--- src/rtl/aes_stream_host_pkg.sv ---
// Shared types and constants for the AES core word-stream host endpoint.
package aes_stream_host_pkg;

  localparam int unsigned WORD_W          = 32;
  localparam int unsigned BLOCK_W         = 128;
  localparam int unsigned TYPE_W          = 2;
  localparam int unsigned WORDS_PER_BLOCK = 4;
  localparam int unsigned CNT_W           = 2;
  localparam int unsigned IDX_W           = 3;
  localparam int unsigned GAP_W           = 3;

  localparam logic [TYPE_W-1:0] TYPE_KEY  = 2'b01;
  localparam logic [TYPE_W-1:0] TYPE_DATA = 2'b10;

  typedef enum logic [1:0] {
    IDLE = 2'd0,
    WAIT = 2'd1,
    SEND = 2'd2
  } tx_state_e;

  typedef struct packed {
    logic [TYPE_W-1:0]  typ;
    logic [BLOCK_W-1:0] data;
  } host_req_t;

  // Word idx of a block, most-significant word first.
  function automatic logic [WORD_W-1:0] block_word(input logic [BLOCK_W-1:0] blk,
                                                   input logic [CNT_W-1:0]   idx);
    logic [WORD_W-1:0] w;
    case (idx)
      2'd0:    w = blk[127:96];
      2'd1:    w = blk[95:64];
      2'd2:    w = blk[63:32];
      default: w = blk[31:0];
    endcase
    return w;
  endfunction

endpackage

--- src/rtl/aes_word_collector.sv ---
// Gathers four core output words into a 128-bit response held until the host takes it.
module aes_word_collector
  import aes_stream_host_pkg::*;
(
  input  logic               clk,
  input  logic               rst,
  input  logic               i_valid,
  input  logic               i_type,
  input  logic [WORD_W-1:0]  i_data,
  input  logic               i_rsp_ready,
  output logic               o_rsp_valid,
  output logic               o_rsp_type,
  output logic [BLOCK_W-1:0] o_rsp_data,
  output logic               o_overflow
);

  localparam int unsigned BUF_W = (WORDS_PER_BLOCK - 1) * WORD_W;

  logic [CNT_W-1:0]   r_cnt;
  logic [BUF_W-1:0]   r_buf;
  logic               r_first_type;
  logic               r_rsp_valid;
  logic               r_rsp_type;
  logic [BLOCK_W-1:0] r_rsp_data;
  logic               r_overflow;

  logic               w_last;
  logic               w_rsp_free;
  logic [BLOCK_W-1:0] w_block;

  assign w_last     = i_valid && (r_cnt == CNT_W'(WORDS_PER_BLOCK - 1));
  assign w_rsp_free = !r_rsp_valid || i_rsp_ready;
  assign w_block    = {r_buf, i_data};

  // A block completing while the response is still owed to the host is lost.
  always_ff @(posedge clk) begin
    if (rst) begin
      r_cnt        <= '0;
      r_buf        <= '0;
      r_first_type <= 1'b0;
      r_rsp_valid  <= 1'b0;
      r_rsp_type   <= 1'b0;
      r_rsp_data   <= '0;
      r_overflow   <= 1'b0;
    end else begin
      if (r_rsp_valid && i_rsp_ready) begin
        r_rsp_valid <= 1'b0;
      end
      if (i_valid) begin
        r_cnt <= r_cnt + CNT_W'(1);
        if (r_cnt == '0) begin
          r_first_type <= i_type;
        end
        if (w_last) begin
          if (w_rsp_free) begin
            r_rsp_valid <= 1'b1;
            r_rsp_data  <= w_block;
            r_rsp_type  <= r_first_type;
          end else begin
            r_overflow <= 1'b1;
          end
        end else begin
          r_buf <= {r_buf[BUF_W-WORD_W-1:0], i_data};
        end
      end
    end
  end

  assign o_rsp_valid = r_rsp_valid;
  assign o_rsp_type  = r_rsp_type;
  assign o_rsp_data  = r_rsp_data;
  assign o_overflow  = r_overflow;

endmodule

--- src/rtl/aes_stream_host.sv ---
// Host endpoint for the AES core: serialises 128-bit requests into typed words
// and collects core output words into 128-bit responses.
module aes_stream_host
  import aes_stream_host_pkg::*;
#(
  parameter int unsigned WORD_GAP = 0
)
(
  input  logic               clk,
  input  logic               rst,
  input  logic               req_valid,
  output logic               req_ready,
  input  logic [TYPE_W-1:0]  req_type,
  input  logic [BLOCK_W-1:0] req_data,
  output logic               data_in_valid,
  output logic [TYPE_W-1:0]  data_in_type,
  output logic [WORD_W-1:0]  data_in,
  input  logic               crypto_ready,
  input  logic               data_out_valid,
  input  logic               data_out_type,
  input  logic [WORD_W-1:0]  data_out,
  output logic               rsp_valid,
  input  logic               rsp_ready,
  output logic               rsp_type,
  output logic [BLOCK_W-1:0] rsp_data,
  output logic               overflow,
  output logic               bad_type
);

  tx_state_e         r_state;
  host_req_t         r_req;
  logic              r_req_ready;
  logic              r_dv;
  logic [WORD_W-1:0] r_word;
  logic [IDX_W-1:0]  r_idx;
  logic [GAP_W-1:0]  r_gap;
  logic              r_bad;

  logic              w_req_fire;

  assign w_req_fire = req_valid && r_req_ready;

  // Word 0 is emitted on the edge that enters SEND so the first word follows
  // the handshake (key) or crypto_ready (data) by exactly one cycle.
  always_ff @(posedge clk) begin
    if (rst) begin
      r_state     <= IDLE;
      r_req       <= '0;
      r_req_ready <= 1'b0;
      r_dv        <= 1'b0;
      r_word      <= '0;
      r_idx       <= '0;
      r_gap       <= '0;
      r_bad       <= 1'b0;
    end else begin
      r_dv <= 1'b0;
      case (r_state)
        IDLE: begin
          r_req_ready <= 1'b1;
          if (w_req_fire) begin
            r_req <= '{typ: req_type, data: req_data};
            if (req_type == TYPE_KEY) begin
              r_state     <= SEND;
              r_req_ready <= 1'b0;
              r_dv        <= 1'b1;
              r_word      <= block_word(req_data, CNT_W'(0));
              r_idx       <= IDX_W'(1);
              r_gap       <= GAP_W'(WORD_GAP);
            end else if (req_type == TYPE_DATA) begin
              r_state     <= WAIT;
              r_req_ready <= 1'b0;
            end else begin
              r_bad <= 1'b1;
            end
          end
        end
        WAIT: begin
          if (crypto_ready) begin
            r_state <= SEND;
            r_dv    <= 1'b1;
            r_word  <= block_word(r_req.data, CNT_W'(0));
            r_idx   <= IDX_W'(1);
            r_gap   <= GAP_W'(WORD_GAP);
          end
        end
        SEND: begin
          if (r_idx == IDX_W'(WORDS_PER_BLOCK)) begin
            r_state     <= IDLE;
            r_req_ready <= 1'b1;
          end else if (r_gap == '0) begin
            r_dv   <= 1'b1;
            r_word <= block_word(r_req.data, r_idx[CNT_W-1:0]);
            r_idx  <= r_idx + IDX_W'(1);
            r_gap  <= GAP_W'(WORD_GAP);
          end else begin
            r_gap <= r_gap - GAP_W'(1);
          end
        end
        default: r_state <= IDLE;
      endcase
    end
  end

  assign req_ready     = r_req_ready;
  assign data_in_valid = r_dv;
  assign data_in_type  = r_req.typ;
  assign data_in       = r_word;
  assign bad_type      = r_bad;

  aes_word_collector u_collector (
    .clk         (clk),
    .rst         (rst),
    .i_valid     (data_out_valid),
    .i_type      (data_out_type),
    .i_data      (data_out),
    .i_rsp_ready (rsp_ready),
    .o_rsp_valid (rsp_valid),
    .o_rsp_type  (rsp_type),
    .o_rsp_data  (rsp_data),
    .o_overflow  (overflow)
  );

endmodule

--- config.mk ---
export PLATFORM = sky130hd
export DESIGN_NAME = aes_stream_host
export DESIGN_NICKNAME = d
export VERILOG_FILES = /design/src/rtl/aes_stream_host_pkg.sv /design/src/rtl/aes_word_collector.sv /design/src/rtl/aes_stream_host.sv
export SDC_FILE = /design/constraint.sdc
export NUM_CORES = 1
export LEC_CHECK = 0
export ABC_AREA = 0
export CAP_MARGIN = 20
export CORE_ASPECT_RATIO = 0.75
export CORE_MARGIN = 1
export CORE_UTILIZATION = 54
export DETAILED_ROUTE_END_ITERATION = 6
export PLACE_DENSITY_LB_ADDON = 0.25
export SETUP_SLACK_MARGIN = 0.3
export SYNTH_ARGS = -nofsm -noshare
export SYNTH_HDL_FRONTEND = slang
export SYNTH_SLANG_ARGS = --single-unit
--- constraint.sdc ---
create_clock -name clk -period 6.5 [get_ports clk]
set_clock_uncertainty 0.15 [all_clocks]
set_input_delay 1.3 -clock clk [delete_from_list [all_inputs] [get_ports clk]]
set_output_delay 1.3 -clock clk [all_outputs]
set_load 0.02 [all_outputs]
# Word-level counts from Yosys, hierarchy flattened
# Index checks and enable logic that the tools add are counted.
op_classes:
  n_reduce_logical: 21
  n_mul: 0
  mux: 40
  n_lt_le_gt_ge: 0
  n_eq_ne: 15
  div: 0
  bitwise_logic: 4
  shifts: 0
  add_sub_neg: 3
op_table:
  columns: ["operator", "count"]
  rows:
  - ["32-bit one-hot mux with 3 select lines", 2]
  - ["32-bit two-way mux", 5]
  - ["3-bit two-way mux", 10]
  - ["3-bit one-hot mux with 3 select lines", 2]
  - ["1-bit two-way mux", 13]
  - ["2-bit != test (second input constant)", 6]
  - ["2-bit two-way mux", 5]
  - ["2-bit equality test (second input constant)", 4]
  - ["2-bit AND reduction", 4]
  - ["4-bit AND reduction", 2]
  - ["2-bit by 1-bit equality test with 1-bit output (second input constant)", 3]
  - ["2-bit logical NOT", 3]
  - ["2-bit one-hot mux with 3 select lines", 1]
  - ["3-bit AND reduction", 2]
  - ["6-bit AND reduction", 1]
  - ["5-bit AND reduction", 1]
  - ["1-bit inverter", 4]
  - ["3-bit by 1-bit adder with 3-bit output (second input constant)", 1]
  - ["3-bit equality test (second input constant)", 1]
  - ["1-bit logical AND", 3]
  - ["3-bit logical NOT", 1]
  - ["3-bit != test (second input constant)", 1]
  - ["1-bit one-hot mux with 3 select lines", 1]
  - ["3-bit nonzero test", 1]
  - ["6 further kinds", 6]
word_totals:
  latch_bits: 0
  register_bits: 403
  mem_bits_ro: 0
  ram_bits: 0
  input_bits: 169
  n_memories: 0
  output_inout_bits: 168

# Depth between registers and ports, before layout
# Gate-level depths: netlist (run 1).
depth:
  ltp_word: 5
  depth_mapped: 9
  mapped_depth_nobuf: 6

# Cells and area by module
# From an unflattened synthesis (run 1), not the netlist that was laid out.
unflattened:
  hier_cells: 1950
  area_unflattened_um2: 17095.1
modules_own_cells:
  columns: ["mod", "area_each_um2", "seq_area_each_um2", "instances", "cells_each"]
  rows:
  - ["aes_word_collector", 9531.6, 4604.4, 1, 1003]
  - ["aes_stream_host", 7563.5, 3463.3, 1, 947]

# Worst setup path after synthesis (run 1)
# OpenSTA, ideal clock, no wires.
synth_timing:
  kind: "input-to-reg"
  from: "input req_type[1]"
  to: "register r_word[0], in the netlist data_in[0]"
  path_buffers: 1
  arrival_ns: 2.459
  path_stages: 7
  setup_slack_ns: 3.821
  cell_sequence: "inv_1 -> ha_1 -> nor2b_1 -> nor3_2 -> a31oi_2 -> buf_2 -> o2bb2ai_1"
synth_via:
  elab_chain_len: 3
synth_lines:
  columns: ["item", "line", "source"]
  rows:
  - ["start, declared", "aes_stream_host.sv:13", "input logic [TYPE_W-1:0] req_type,"]
  - ["2-bit by 1-bit equality test with 1-bit output", "aes_stream_host.sv:62", "if (req_type == TYPE_KEY) begin"]
  - ["2-bit != test (no line)", null, null]
  - ["6-bit AND reduction (no line)", null, null]
  - ["end signal, assigned", "aes_stream_host.sv:66", "r_word <= block_word(req_data, CNT_W'(0));"]
  - ["end signal, assigned", "aes_stream_host.sv:81", "r_word <= block_word(r_req.data, CNT_W'(0));"]
  - ["end signal, assigned", "aes_stream_host.sv:92", "r_word <= block_word(r_req.data, r_idx[CNT_W-1:0]);"]
  - ["end, declared", "aes_stream_host.sv:34", "logic [WORD_W-1:0] r_word;"]
# No other way between the ends.
# A chain may end at the register's enable or synchronous reset.

# Final worst setup path (run 1)
layout_timing:
  from: "input data_out_valid"
  to: "register u_collector.r_rsp_data[102], in the netlist u_collector.o_rsp_data[102]"
layout_via:
  elab_chain_len: 2
layout_lines:
  columns: ["item", "line", "source"]
  rows:
  - ["start, declared", "aes_stream_host.sv:19", "input logic data_out_valid,"]
  - ["1-bit logical AND", "aes_word_collector.sv:31", "assign w_last = i_valid && (r_cnt == CNT_W'(WORDS_PER_BLOCK - 1));"]
  - ["3-bit AND reduction (no line) (*)", null, null]
  - ["end signal, assigned", "aes_word_collector.sv:57", "r_rsp_data <= w_block;"]
  - ["end, declared", "aes_word_collector.sv:24", "logic [BLOCK_W-1:0] r_rsp_data;"]
# Every way passes the cells marked *; elsewhere a longest branch is shown, timed or not.

==> impl_metrics.yaml, run 1 <==
outcome:
  outcome: "complete, but fails checks"
  failed_checks: "DRC"
clocking:
  cts_max_level: 2
  clk_latency_ps: 530
  clock-sinks: 403
  clkTransAtPathRegs_ps: 60
  cts-root-buf: "clkbuf_16"
  cts_tree: "yes"
  ctsHoldBuffers: 0
  ctsResizeCount: 0
  cts_made_buffers: 39
  clk_path_buf_depth: 3
  postCtsSetupBuffers: 0
placement:
  place.gp.congestion: 0.8725
  dpl.hpwl_mm: 28.56
  port_buffers: 336
  place_inst: 2477
  place_area_um2: 18690
floorplanning:
  fp.dieH_um: 147.7
  pin_count: 337
  die_area_um2: 29000
  row_count: 52
  core_um2: 27390
  die_width_um: 196.3
  initial_core_util: 0.5582
detailed_routing:
  wl_mm: 45.91
  drcViolationCount: 4
  wl_met1_mm: 20.67
  met3WireLength_mm: 4.476
  ant_nets: 0
  avgViaCountPerCell: 5.653
  wl_per_cell_um: 18.02
  drt_iter0_drc: 1597
  dr.max_layer_used: "met5"
  dr.pass1.iters: 7
  dr_wl_met2_mm: 19.42
  dr_total_vias: 14410
logic_synthesis:
  ys_ff_latch: 403
  synth-async-reset-ratio: 0
  synth_warnings: 0
  synth_edf_count: 0
  ys_seq_area_frac: 0.5276
  netlist_area_um2: 15290
  synth_nets: 2089
  synth_area_per_cell_um2: 8.010
  netlist_instances: 1909
  synth-main-ff-cell: "dfxtp_1"
  ys_types: 44
timing:
  fin_crit_sh: 0.5503
  max_freq_ghz: 0.2796
  fin_crit_ps: 3577
  hold_viol_final: 0
  final_max_slew_viol_count: 0
  setup_tns_ps: 0
  relSlewSlack: 0.2695
  rsz0062_at_grt: "false"
  setup_viol: 0
  worst_slew_pin_slew_ps: 1096
global_route:
  grt_pass1_vias: 13440
  grt_max_degree: 231
  antenna_found_initial: 3
  track_usage: 0.3062
  gr-total-overflow: 0
  grt_pass1_wl_mm: 71.52
cells_and_area:
  num-nets-final: 2321
  drive_above_1_share: 0.04380
  syn2layout_area_growth_pct: 30.68
  fin_area_um2: 19980
  final_cells: 2548
worst_hold_path:
  holdCritPathClass: "reg -> reg"
pwr:
  p_per_area_nw_per_um2: 338.3
  p_leak_nw: 6.699
  peakVddDrop_mv: 0.2344
worst_setup_path:
  endpoint_kind: "flip-flop"
  critPathLaunchType: "primary input"
  crit_type: "in -> reg"
  path_max_fanout: 81
  required_ps: 6720
  arrival_ps: 3790
flow_run:
  cap_viol_max_count: 0
-- power breakdown --
part           total, mW  switching [mW]  leakage, nW  internal (mW)
logic               1.63            1.05         2.79          0.582
clock network       2.26           0.955        0.637           1.30
registers           2.88           0.167         3.27           2.71
total               6.76            2.17         6.70           4.59
-- cell type report --
class,count,area [um2]
clock inverters,14,135.1
repair buffers,352,3526
diodes,1,2.502
well taps,378,473.0
multi-input cells,1336,6609
inverters,9,33.78
fillers,2072,7408
flip-flops and latches,403,8068
clock buffers,55,1136
-- flip-flops by register name, indices dropped and copies added (netlist names), 2 cells and up --
register	count
r_state	2
u_collector.r_buf	96
u_collector.o_rsp_data	128
data_in_type	2
data_in	32
r_req	128
u_collector.r_cnt	2
r_idx	3
r_gap	3
-- per-layer routing --
layer,vias up,GRT usage
met3,98,0.07073
met2,679,0.4466
met5,-,0
met4,2,0.1047
li1,6882,-
met1,6744,0.4435
-- through the flow --
| stage | utilization | hold WS, ps | setup slack, ps | power (mW) |
|---|---|---|---|---|
| floorplan | - | 259.0 | 3821 | 3.939 |
| global placement | 0.6823 | 276.6 | 2487 | 4.458 |
| detailed placement | 0.6823 | 281.8 | 2402 | 4.509 |
| CTS | 0.7287 | 293.0 | 2959 | 6.756 |
| global route | 0.7295 | 309.4 | 2776 | 7.048 |
| finish | 0.7295 | 295.3 | 2923 | 6.761 |
-- cells by family after synthesis --
family | share of synthesized area
AO/OA/AOI/OAI | 0.2013
flip-flops | 0.5276
XOR/XNOR | 0.0005729
multiplexers | 0.001309
adder cells (fa/ha/maj) | 0.009001
AND/OR/NAND/NOR | 0.2157
buffers and inverters | 0.04451
-- cell usage after synthesis (2+ instances only) --
| cell | instances | area (um2) |
|---|---|---|
| inv_1 | 9 | 33.78 |
| nor3_1 | 4 | 20.02 |
| o21ai_0 | 3 | 15.01 |
| nor2_1 | 7 | 26.28 |
| nand3_1 | 4 | 20.02 |
| a211oi_1 | 34 | 255.2 |
| a222oi_1 | 31 | 310.3 |
| buf_1 | 5 | 18.77 |
| a22o_1 | 2 | 17.52 |
| mux2i_1 | 2 | 20.02 |
| a32o_1 | 2 | 20.02 |
| clkbuf_1 | 131 | 491.7 |
| buf_4 | 2 | 15.01 |
| ha_1 | 11 | 137.6 |
| a311oi_1 | 32 | 280.3 |
| o2bb2ai_1 | 31 | 271.5 |
| nor2b_1 | 67 | 419.2 |
| dfxtp_1 | 403 | 8068 |
| nand2b_1 | 3 | 18.77 |
| nand2_1 | 718 | 2695 |
| a21boi_0 | 3 | 22.52 |
| buf_2 | 22 | 110.1 |
| o31ai_1 | 2 | 15.01 |
| a21oi_1 | 361 | 1807 |
-- worst paths after layout --
check | depth (start not counted) | slack (ps) | end | from
setup / recovery | 5 | 2920 | u_collector.o_rsp_data[102] | data_out_valid
setup reg to reg | 8 | 3360 | data_in[27] | r_state[1]
hold reg to reg | 2 | 300 | r_gap[2] | r_gap[2]
hold / removal | 2 | 300 | r_gap[2] | r_gap[2]
-- critical path, cell delays in order --
cell and delay (ps):
clkdlybuf4s50_1 760, nand3_4 830, buf_4 620, nand2_1 140, a21oi_1 70
-- layout by cell type (no fill, tap or decap), drive strengths merged, types with 2 or more instances in the layout --
cell type and count:
or3 2, nand3 4, o21ai 3, clkbuf 55, o31ai 2, nor2b 67
a31oi 2, nand2 718, a311oi 32, a21boi 4, a32o 2, a211oi 34
dfxtp 403, buf 17, a21oi 361, ha 11, a222oi 31, o2bb2ai 31
a22o 2, inv 13, nor3 5, and3 2, clkinv 8, nand2b 3
nor2 7, bufinv 2, mux2i 2, clkdlybuf4s50 335
Power figures use the tool's default switching activity.
==> run 2, diff against run 1 <==
- CORE_UTILIZATION: 54 -> 50
- clock period: 6.5 -> 3.5 ns (I/O delays scaled with it)
==> impl_metrics.yaml, run 2 (synthesis gave the netlist of run 1 again) <==
outcome:
  outcome: "complete, but fails checks"
  failed_checks: "DRC"
worst_setup_path:
  ff2ff_path_depth: 7
  worst_path_max_delay_cell: "clkdlybuf4s50_1"
  rrSetupSlack_ps: 1090
  endpoint_kind: "primary output"
  path_max_fanout: 5
  path_buf_inv: 1
  critPathLaunchType: "flip-flop"
  reg2reg_to: "data_in[16]"
  cp_top_family: "buffers and inverters"
  arrival_ps: 1620
  cp_cell_sequence: "clkdlybuf4s50_1"
  max_stage_delay_ps: 650
  required_ps: 2650
  r2r-start: "r_state[0]"
  crit_type: "reg -> out"
cells_and_area:
  fin_area_um2: 20160
  final_common_cell: "nand2_1"
  syn2layout_area_growth_pct: 31.83
  final_cells: 2577
  final_util: 0.6688
  num-nets-final: 2334
  drive_above_1_share: 0.04412
  final_cell_mix: "nand2_1, dfxtp_1, a21oi_1, clkdlybuf4s50_1, nor2b_1"
clocking:
  cts-root-buf: "clkbuf_16"
  clk_latency_ps: 530
  clock-sinks: 403
  postCtsSetupBuffers: 0
  cts_made_buffers: 40
  clk_path_buf_depth: 3
  ctsHoldBuffers: 0
  clkTransAtPathRegs_ps: 60
  ctsResizeCount: 0
  cts_tree: "yes"
  cts_max_level: 2
global_route:
  antenna_found_initial: 2
  grt_pass1_wl_mm: 72.51
  gr-total-overflow: 0
  grt_pass1_vias: 13400
  track_usage: 0.2902
  grt_max_degree: 137
flow_run:
  cap_viol_max_count: 0
placement:
  place_inst: 2511
  place_area_um2: 18900
  dpl.hpwl_mm: 29.87
  pre_cts_ws_ps: 581.4
  place.gp.congestion: 0.8520
  port_buffers: 336
detailed_routing:
  dr.max_layer_used: "met4"
  wl_met1_mm: 21.23
  wl_mm: 46.62
  dr.pass1.iters: 7
  dr_total_vias: 14390
  dr_wl_met2_mm: 19.74
  ant_nets: 0
  drt_iter0_drc: 1430
  met3WireLength_mm: 4.405
  avgViaCountPerCell: 5.584
  wl_per_cell_um: 18.09
  drcViolationCount: 6
pwr:
  p_per_area_nw_per_um2: 628.6
  p_leak_nw: 6.763
  peakVddDrop_mv: 0.6129
worst_hold_path:
  holdCritPathClass: "reg -> reg"
  hp-start: "r_gap[2]"
  holdPathEnd: "r_gap[2]"
  holdPathStages: 2
floorplanning:
  core_um2: 30140
  die_width_um: 203.9
  die_area_um2: 31290
  row_count: 55
  initial_core_util: 0.5073
  pin_count: 337
  fp.dieH_um: 153.5
timing:
  relSlewSlack: 0.3164
  max_freq_ghz: 0.4041
  worst_slew_pin_slew_ps: 1025
  setup_viol: 0
  final_max_slew_viol_count: 0
  fin_crit_ps: 2474
  rsz0062_at_grt: "false"
  fin_ws_ps: 1026
  setup_tns_ps: 0
  hold_viol_final: 0
  fin_crit_sh: 0.7070
[run 2: changes by cell type in the layout (fill, tap and decap cells not counted), sizes merged]
cell    before  now
bufinv       2    3
inv         13    9
diode        1    2
clkbuf      55   58
clkinv       8    3
buf         17   29
[run 2: report_power, final]
part           switching [mW]  internal [mW]  leakage [nW]
Combinational            1.96           1.14          2.88
Clock                    1.74           2.48         0.616
Sequential              0.315           5.03          3.27
[run 2: layer usage]
layer | global-route usage | vias up
met3 | 0.06034 | 84
met4 | 0.09701 | 0
met2 | 0.4179 | 629
li1 | - | 6908
met5 | 0 | -
met1 | 0.4280 | 6768
[run 2: layout make-up]
type                    instances  area, um2
well taps                     399      499.2
inverters                       9      33.78
diodes                          2      5.005
repair buffers                364       3691
clock inverters                 6      105.1
flip-flops and latches        403       8068
multi-input cells            1336       6606
fillers                      2510       9983
clock buffers                  58       1150
[run 2: worst reg2reg max path, stage by stage (launching register included)]
cell and delay (ps):
dfxtp_1 380, inv_1 80, ha_1 340, nand2_1 370, buf_4 420, a211oi_1 100, a311oi_1 330, o2bb2ai_1 120
[run 2: worst max-delay path by stage]
stage                                       endpoint      startpoint  cells after the start  slack, ps
final                                      req_ready       req_ready                      1       1030
after global routing      u_collector.o_rsp_data[76]  data_out_valid                      6        940
after CTS                                  req_ready       req_ready                      1       1000
after detailed placement  u_collector.o_rsp_data[72]  data_out_valid                      6        580
after global placement    u_collector.o_rsp_data[75]  data_out_valid                      6        650
after floorplan                           data_in[0]     req_type[1]                      7       1420
[run 2: stage by stage]
step	power, mW	hold WS, ps
after global routing	13.20	311.0
after CTS	12.69	290.6
after detailed placement	8.477	280.7
after global placement	8.392	269.6
after floorplan	7.315	259.0
final	12.67	287.4
